--- src/rtl/motor_move_ctrl.sv ---
// Six-axis stepper move controller: validates a one-hot/BCD move command and steps the selected motor to its target.
// Optional abort input enabled by defining MOTOR_ABORT_EN.
`timescale 1ns/1ps
module motor_move_ctrl #(
    parameter int unsigned STEP_DIV = 50000
) (
    input  logic       sysclk,
    input  logic       INIT_n,
    input  logic       Start,
    input  logic [3:0] TValue0,
    input  logic [3:0] TValue1,
    input  logic [3:0] TValue2,
    input  logic [5:0] Motor,
`ifdef MOTOR_ABORT_EN
    input  logic       Abort,
`endif
    output logic [5:0] Step,
    output logic [5:0] Dir,
    output logic       Busy,
    output logic       Done,
    output logic       Err,
    output logic [9:0] Pos
);

    localparam int unsigned NMOT  = 6;
    localparam int unsigned CNT_W = 20;
    localparam int unsigned POS_W = 10;

    localparam logic [2:0] S_IDLE    = 3'd0;
    localparam logic [2:0] S_LOAD    = 3'd1;
    localparam logic [2:0] S_CHECK   = 3'd2;
    localparam logic [2:0] S_STEP_HI = 3'd3;
    localparam logic [2:0] S_STEP_LO = 3'd4;
    localparam logic [2:0] S_DONE    = 3'd5;

    localparam logic [CNT_W-1:0] CNT_LAST = CNT_W'(STEP_DIV - 1);

    logic [2:0]       state_q, state_d;
    logic [CNT_W-1:0] cnt_q, cnt_d;
    logic [2:0]       sel_q, sel_d;
    logic [11:0]      digits_q, digits_d;
    logic [POS_W-1:0] target_q, target_d;
    logic [POS_W-1:0] pos_q [NMOT];
    logic [POS_W-1:0] pos_d [NMOT];
    logic [NMOT-1:0]  dir_q, dir_d;
    logic             err_d;

    logic [NMOT-1:0]  step_q;
    logic             busy_q;
    logic             done_q;
    logic             err_q;
    logic [POS_W-1:0] pos_out_q;

    logic             abort_c;
    logic             cmd_ok_c;
    logic [2:0]       motor_idx_c;
    logic [POS_W-1:0] bcd_c;
    logic [POS_W-1:0] pos_cur_c;
    logic [POS_W-1:0] pos_next_c;

`ifdef MOTOR_ABORT_EN
    assign abort_c = Abort;
`else
    assign abort_c = 1'b0;
`endif

    // Command validation: exactly one motor bit and three legal BCD digits.
    assign cmd_ok_c = (Motor != '0) && ((Motor & (Motor - 6'd1)) == '0)
                      && (TValue0 <= 4'd9) && (TValue1 <= 4'd9) && (TValue2 <= 4'd9);

    always_comb begin
        motor_idx_c = '0;
        for (int i = 0; i < int'(NMOT); i++) begin
            if (Motor[i]) motor_idx_c = 3'(i);
        end
    end

    assign bcd_c = POS_W'(digits_q[11:8]) * POS_W'(100)
                 + POS_W'(digits_q[7:4])  * POS_W'(10)
                 + POS_W'(digits_q[3:0]);

    assign pos_cur_c  = pos_q[sel_q];
    assign pos_next_c = dir_q[sel_q] ? (pos_cur_c + POS_W'(1)) : (pos_cur_c - POS_W'(1));

    always_comb begin
        state_d  = state_q;
        cnt_d    = cnt_q;
        sel_d    = sel_q;
        digits_d = digits_q;
        target_d = target_q;
        pos_d    = pos_q;
        dir_d    = dir_q;
        err_d    = 1'b0;

        case (state_q)
            S_IDLE: begin
                if (Start) begin
                    if (cmd_ok_c) begin
                        sel_d    = motor_idx_c;
                        digits_d = {TValue0, TValue1, TValue2};
                        state_d  = S_LOAD;
                    end else begin
                        err_d = 1'b1;
                    end
                end
            end
            // Direction is resolved on entry to CHECK so it leads the first Step edge by a full cycle;
            // every step moves toward the target, so it never needs to flip mid-move.
            S_LOAD: begin
                target_d = bcd_c;
                cnt_d    = '0;
                state_d  = S_CHECK;
                if (bcd_c != pos_cur_c) dir_d[sel_q] = (bcd_c > pos_cur_c);
            end
            S_CHECK: begin
                cnt_d   = '0;
                state_d = (target_q == pos_cur_c) ? S_DONE : S_STEP_HI;
            end
            S_STEP_HI: begin
                if (cnt_q == CNT_LAST) begin
                    cnt_d   = '0;
                    state_d = S_STEP_LO;
                end else begin
                    cnt_d = cnt_q + CNT_W'(1);
                end
            end
            S_STEP_LO: begin
                if (cnt_q == CNT_LAST) begin
                    cnt_d         = '0;
                    pos_d[sel_q]  = pos_next_c;
                    state_d       = S_CHECK;
                end else begin
                    cnt_d = cnt_q + CNT_W'(1);
                end
            end
            S_DONE: begin
                state_d = S_IDLE;
            end
            default: begin
                state_d = S_IDLE;
            end
        endcase

        // Abort discards any step still in flight; only completed steps are kept.
        if (abort_c && (state_q inside {S_LOAD, S_CHECK, S_STEP_HI, S_STEP_LO})) begin
            state_d = S_IDLE;
            cnt_d   = '0;
            pos_d   = pos_q;
            dir_d   = dir_q;
            err_d   = 1'b1;
        end
    end

    always_ff @(posedge sysclk) begin
        if (!INIT_n) begin
            state_q   <= S_IDLE;
            cnt_q     <= '0;
            sel_q     <= '0;
            digits_q  <= '0;
            target_q  <= '0;
            dir_q     <= '0;
            for (int i = 0; i < int'(NMOT); i++) pos_q[i] <= '0;
            step_q    <= '0;
            busy_q    <= 1'b0;
            done_q    <= 1'b0;
            err_q     <= 1'b0;
            pos_out_q <= '0;
        end else begin
            state_q   <= state_d;
            cnt_q     <= cnt_d;
            sel_q     <= sel_d;
            digits_q  <= digits_d;
            target_q  <= target_d;
            dir_q     <= dir_d;
            pos_q     <= pos_d;
            // Outputs are decoded from the next state so they line up with the state they describe.
            step_q    <= (state_d == S_STEP_HI) ? (6'd1 << sel_d) : '0;
            busy_q    <= (state_d inside {S_LOAD, S_CHECK, S_STEP_HI, S_STEP_LO});
            done_q    <= (state_d == S_DONE);
            err_q     <= err_d;
            pos_out_q <= pos_q[sel_q];
        end
    end

    assign Step = step_q;
    assign Dir  = dir_q;
    assign Busy = busy_q;
    assign Done = done_q;
    assign Err  = err_q;
    assign Pos  = pos_out_q;

endmodule

--- config.mk ---
export PLATFORM = sky130hd
export DESIGN_NAME = motor_move_ctrl
export DESIGN_NICKNAME = d
export VERILOG_FILES = /design/src/rtl/motor_move_ctrl.sv
export SDC_FILE = /design/constraint.sdc
export NUM_CORES = 1
export LEC_CHECK = 0
export ABC_AREA = 1
export CELL_PAD_IN_SITES_DETAIL_PLACEMENT = 2
export CELL_PAD_IN_SITES_GLOBAL_PLACEMENT = 2
export CORE_UTILIZATION = 25
export CTS_CLUSTER_DIAMETER = 30
export DETAILED_ROUTE_END_ITERATION = 6
export GPL_TIMING_DRIVEN = 0
export HOLD_SLACK_MARGIN = 0.02
export MAX_ROUTING_LAYER = met4
export PLACE_DENSITY = 0.71
export SYNTH_ARGS = -nofsm -noshare
export SYNTH_HDL_FRONTEND = slang
export SYNTH_SLANG_ARGS = --single-unit
export TNS_END_PERCENT = 1
--- constraint.sdc ---
create_clock -name sysclk -period 3.8 [get_ports sysclk]
set_clock_uncertainty 0.2 [all_clocks]
set_input_delay 0.76 -clock sysclk [delete_from_list [all_inputs] [get_ports sysclk]]
set_output_delay 0.76 -clock sysclk [all_outputs]
set_load 0.1 [all_outputs]
* Word-level counts from Yosys, hierarchy flattened
Index checks and enable logic that the tools add are counted.
** Word-level totals
- Output and inout port bits :: 25
- Bits of input ports :: 21
- Flip-flop bits (word level) :: 133
- Word-level logic and storage cells :: 95
- Latch bits :: 0
- RAM bits :: 0
- ROM bits :: 0
- Memories :: 0
** Cells by class
- $add $sub $neg :: 6
- Multiply operators :: 2
- Muxes and demuxes :: 29
- Magnitude comparators :: 8
- Shift operators :: 1
- Bitwise logic cells :: 2
- Equality and inequality tests :: 12
- Reduce and logical (&&, ||, !) cells :: 18
- Div/mod/pow operators :: 0
** Operators with widths (count)
- $bwmux 60 :: 1
- $mux 10 :: 4
- $pmux 20 s2 :: 1
- $mux 3 :: 11
- $bmux 10 s3 :: 1
- $demux 10 s3 :: 1
- $add 20x1->20 const B :: 1
- $eq 20x16->1 const B :: 1
- $mux 20 :: 1
- $pmux 3 s5 :: 1
- $eq 3x2->1 const B :: 4
- $le 4x4->1 const B :: 3
- $add 10x1->10 const B :: 1
- $add 10x4->10 :: 1
- $add 10x8->10 :: 1
- $eq 10x10->1 :: 1
- $gt 10x10->1 :: 1
- $ne 10x10->1 :: 1
- $sub 10x1->10 const B :: 1
- $eq 3x3->1 const B :: 3
- $mul 4x5->8 const B :: 1
- $mul 4x3->7 const B :: 1
- $and 6x6->6 :: 1
- $bwmux 6 :: 1
- other kinds (21) :: 34

* Longest topological paths before layout
- Word-level depth :: 12
- Mapped depth :: 27
- Gate-level depth less buffers :: 27

* Worst setup path after synthesis
Ideal clock, no wire load.
- Path type :: register -> register
- Start point :: register digits_q[7]
- End point :: register dir_q[2] (netlist: Dir[2])
- Required time :: 3.514 ns
- Cell stages (with the launch flop) :: 21
- Arrival :: 3.539 ns
- Library setup time :: 0.086 ns
- Path buffers :: 0
- Slack :: -0.025 ns
- Period minus slack after synthesis :: 3.825 ns
- Cells stage by stage :: dfxtp_1 -> ha_1 -> ha_1 -> fa_1 -> xor2_1 -> ha_1 -> ha_1 -> nand2_1 -> a21oi_1 -> nor2_1 -> nor2_1 -> nor2_1 -> nand2_1 -> nand2_1 -> ha_1 -> nand2_1 -> nor2_1 -> nand4_1 -> o211ai_1 -> nor2_1 -> a211oi_1
** Between the ends
- Longest elaborated chain between the ends :: 5
- Elaborated cells on any way between the ends :: 7
- Those cells by class :: 2 x add/sub; 1 x mul; 1 x order compare; 1 x eq/ne; 1 x mux; 1 x reduce/logical
** Ends and longest elaborated chain
- start: declaration :: RTL line 41 : logic [11:0] digits_q, digits_d;
- start signal: assignment :: RTL line 172 : digits_q <= digits_d;
- $mul 4x3->7 (*) :: RTL line 79 : + POS_W'(digits_q[7:4]) * POS_W'(10)
- $add 10x8->10 (*) :: RTL line 79
- $add 10x4->10 (*) :: RTL line 80 : + POS_W'(digits_q[3:0]);
- named net bcd_c[9] :: RTL line 57 : logic [POS_W-1:0] bcd_c;
- $gt 10x10->1 or $ne 10x10->1 (tied branches) :: RTL line 113 : if (bcd_c != pos_cur_c) dir_d[sel_q] = (bcd_c > pos_cur_c);
- $bwmux 6 or $reduce_and 2->1 (tied branches)
- end signal: assignment :: RTL line 174 : dir_q <= dir_d;
- end: declaration :: RTL line 45 : logic [NMOT-1:0] dir_q, dir_d;
Mark *: on every way through the listed nets, which the timed path passes. The rest lies on a longest branch.
A chain may end at the register's enable or synchronous reset.

* Final worst setup path
- Start point :: register digits_q[5]
- End point :: register dir_q[2] (netlist: Dir[2])
Same word-level chain as after synthesis.

==> impl_metrics.py <==
metrics = {
    "synth": {
        "synth_fp_nets": 1114,
        "synth.avg_cell_area_um2": 7.12,
        "synthArstFlopShare_pct": 0,
        "syn-cell-area_um2": 7440,
        "yosysWarnings": 0,
        "synth_cell_types": 46,
        "synth-seq-area-share_pct": 35.8,
        "synth_edf_count": 0,
        "synth-seq-cells": 133,
        "synthFlopType": "dfxtp_1",
        "synth_cells": 1045,
    },
    "grt": {
        "grt_pass1_wl_um": 44500,
        "grt_max_degree": 17,
        "grt_pass1_vias": 8098,
        "antenna_found_initial": 0,
        "overflow": 0,
        "grt_util_all_layers_pct": 19.5,
    },
    "final_layout": {
        "fill_cells": 3415,
        "final_core_util_pct": 32.4,
        "seq_area_um2": 2680,
        "final_cell_mix": "nand2_1 (194), inv_1 (154), dfxtp_1 (126), nor2_1 (99), o21ai_0 (93)",
        "layout_commonest_cell": "nand2_1",
        "layout.nets": 1189,
        "diodes": 0,
        "multi_input_area_um2": 4250,
        "stdcell_area_um2": 9390,
        "layout-drive-gt1-share_pct": 12.5,
        "syn_to_final_growth_pct": 26.2,
    },
    "floorplan": {
        "core_area_um2": 29000,
        "die_area_um2": 30500,
        "die_x_um": 175,
        "rows": 62,
        "start_util_pct": 25.6,
        "dieHeight_um": 175,
        "io_pins": 46,
    },
    "setup_path": {
        "cpPeakStageDelay_ns": 0.54,
        "end_kind": "register",
        "cp_cell_sequence": "ha_4 -> ha_4 -> fa_2 -> ha_4 -> ha_4 -> inv_1 -> o21ai_1 -> nand2_1 -> nand2_1 -> a21oi_1 -> xor2_1 -> ha_1 -> nand2_4 -> nor2_4 -> nand4_1 -> nor2_1 -> nand2_1 -> nand2_2 -> inv_4 -> nand2_2 -> nor2_1 -> a211oi_1",
        "worstPathMaxFanout": 6,
        "arrival_ns": 4.32,
        "path_common_cell": "ha_4",
        "slowest_stage": "fa_2",
        "r2r_setup_slack_ns": -0.38,
        "critPathKind": "reg -> reg",
        "cp.required_ns": 3.94,
        "cp-start-kind": "register",
        "reg2regPathDepth": 22,
    },
    "sta": {
        "period_minus_slack_ns": 4.18,
        "finalHoldViolCount": 0,
        "tightest_slew_ns": 1.01,
        "finalMaxSlewViolations": 0,
        "setup_ws_ns": -0.376,
        "fmax_mhz": 239,
        "rsz0062_at_grt": "yes",
        "setup_viol": 6,
        "fin_setup_tns_ns": -2.10,
        "fin_crit_sh_pct": 110,
        "slew_headroom_pct": 32.2,
    },
    "place": {
        "hpwlAfterDp_um": 20200,
        "io_buffers": 45,
        "post-place-ws_ns": -0.988,
        "gp_congestion": 0.798,
        "placed_cell_area_um2": 8380,
    },
    "run_status": {
        "outcome": "finished with violations",
        "violations": "setup timing",
    },
    "drt": {
        "detail-route-antenna-nets": 0,
        "drt_iter0_markers": 313,
        "routed_via_density": 4.87,
        "drc_errors": 0,
        "routed_wirelength_um": 27900,
        "wl_per_cell_um": 18.4,
        "vias": 7385,
        "drt_first_pass_iters": 4,
    },
    "clocking": {
        "cts_root_buf": "clkbuf_16",
        "clk_latency_ns": 0.43,
        "cts_tree": "yes",
        "h-tree-depth": 4,
        "cts.sinks": 133,
        "numCtsBuffers": 17,
        "clk_pin_slew_ns": 0.06,
        "clockBufferDepth": 2,
    },
    "flow_run": {
        "cap_violations": 0,
    },
    "hold_path": {
        "hold_class": "reg -> reg",
        "holdPathStages": 2,
    },
    "power": {
        "powerDensity_nw_per_um2": 371,
        "irDropWorstVdd_uv": 304,
        "power_leakage_nw": 4.15,
    },
}
-- worst max-delay path, delay by kind of cell, from the launching register on --
kind,cells,cell delay [ns]
DFF,1,0.35
AOI/OAI and AO/OA,3,0.50
adders and majority gates,6,1.77
buffers and inverters,2,0.12
xor gates and xnor gates,1,0.19
and+or+nand+nor,10,0.93
-- timing repair --
action,4_1_cts,5_1_grt
setup buffers,6,5
endpoints found under the setup margin,36,35
hold buffers,0,0
pin swaps,17,16
gates resized for setup,37,17
-- cells in the mapped netlist, types with 3 or more instances --
cell type  number  area (um^2)
a211oi_1        9         67.6
a21oi_1        89          445
a221oi_1        4         35.0
buf_2           7         35.0
buf_4           6         45.0
buf_6           3         33.8
clkbuf_1       15         56.3
dfxtp_1       133         2660
fa_1            6          120
ha_1           42          526
inv_1         156          586
inv_2           7         26.3
nand2_1       203          762
nand2_2        10         62.6
nand2_4         5         56.3
nand3_1        49          245
nand4_1        17          106
nor2_1        101          379
nor2_2          3         18.8
nor3_1         13         65.1
nor4_1          5         31.3
o211ai_1        8         60.1
o21a_1          6         45.0
o21ai_0        94          470
o21ai_1         5         25.0
o21bai_1        7         52.6
o22ai_1         3         18.8
xnor2_1         6         52.6
xor2_1         11         96.3
-- registers in the layout, summed over array words and instances, names as in the netlist --
name,flops
Err,1
state_q,3
target_q,10
digits_q,12
Step,6
pos_q,60
Pos,10
Busy,1
sel_q,3
Dir,6
cnt_q,20
Done,1
-- stage by stage --
stage | total power, mW | hold slack (ns) | instances
3_5_place_dp | 1.60 | 0.250 | 1474
5_1_grt | 3.59 | 0.285 | 1517
6_report | 3.49 | 0.265 | 1517
2_1_floorplan | 1.52 | 0.224 | 1045
4_1_cts | 3.52 | 0.260 | 1512
3_3_place_gp | 1.60 | 0.242 | 1474
-- report_power, final --
group	switching, mW	leakage (nW)	internal (mW)
registers	0.00323	1.08	1.40
logic	0.123	2.75	0.0656
clock network	0.665	0.324	1.24
total	0.792	4.15	2.70
-- logic make-up after synthesis --
kind of cell | synth area share (%)
AO/OA/AOI/OAI | 16.8
XOR/XNOR | 2.81
adder cells (fa/ha/maj) | 8.68
buffers and inverters | 10.6
flip-flops | 35.8
AND/OR/NAND/NOR | 25.4
-- final cells by class --
type,count,share of cell area (%)
flip-flops and latches,133,28.6
inverters,163,6.54
clock buffers,24,5.24
plain buffers,32,1.85
clock inverters,8,1.80
repair buffers,56,5.68
multi-input cells,717,45.2
well taps,384,5.12
-- worst paths after layout --
path | start | endpoint
min | pos_q[51] | pos_q[51]
min reg2reg | pos_q[51] | pos_q[51]
max | digits_q[5] | Dir[2]
max reg2reg | digits_q[5] | Dir[2]
-- routing by layer --
metal | global-route usage (%) | vias to the layer above | share of wire (%)
li1 | - | 3552 | -
met1 | 23.5 | 3718 | 46
met2 | 33.5 | 86 | 50
met3 | 2.97 | 29 | 2.1
met4 | 5.62 | 0 | 1.8
met5 | - | - | 0
No activity file was read; power rests on OpenSTA's default activity.
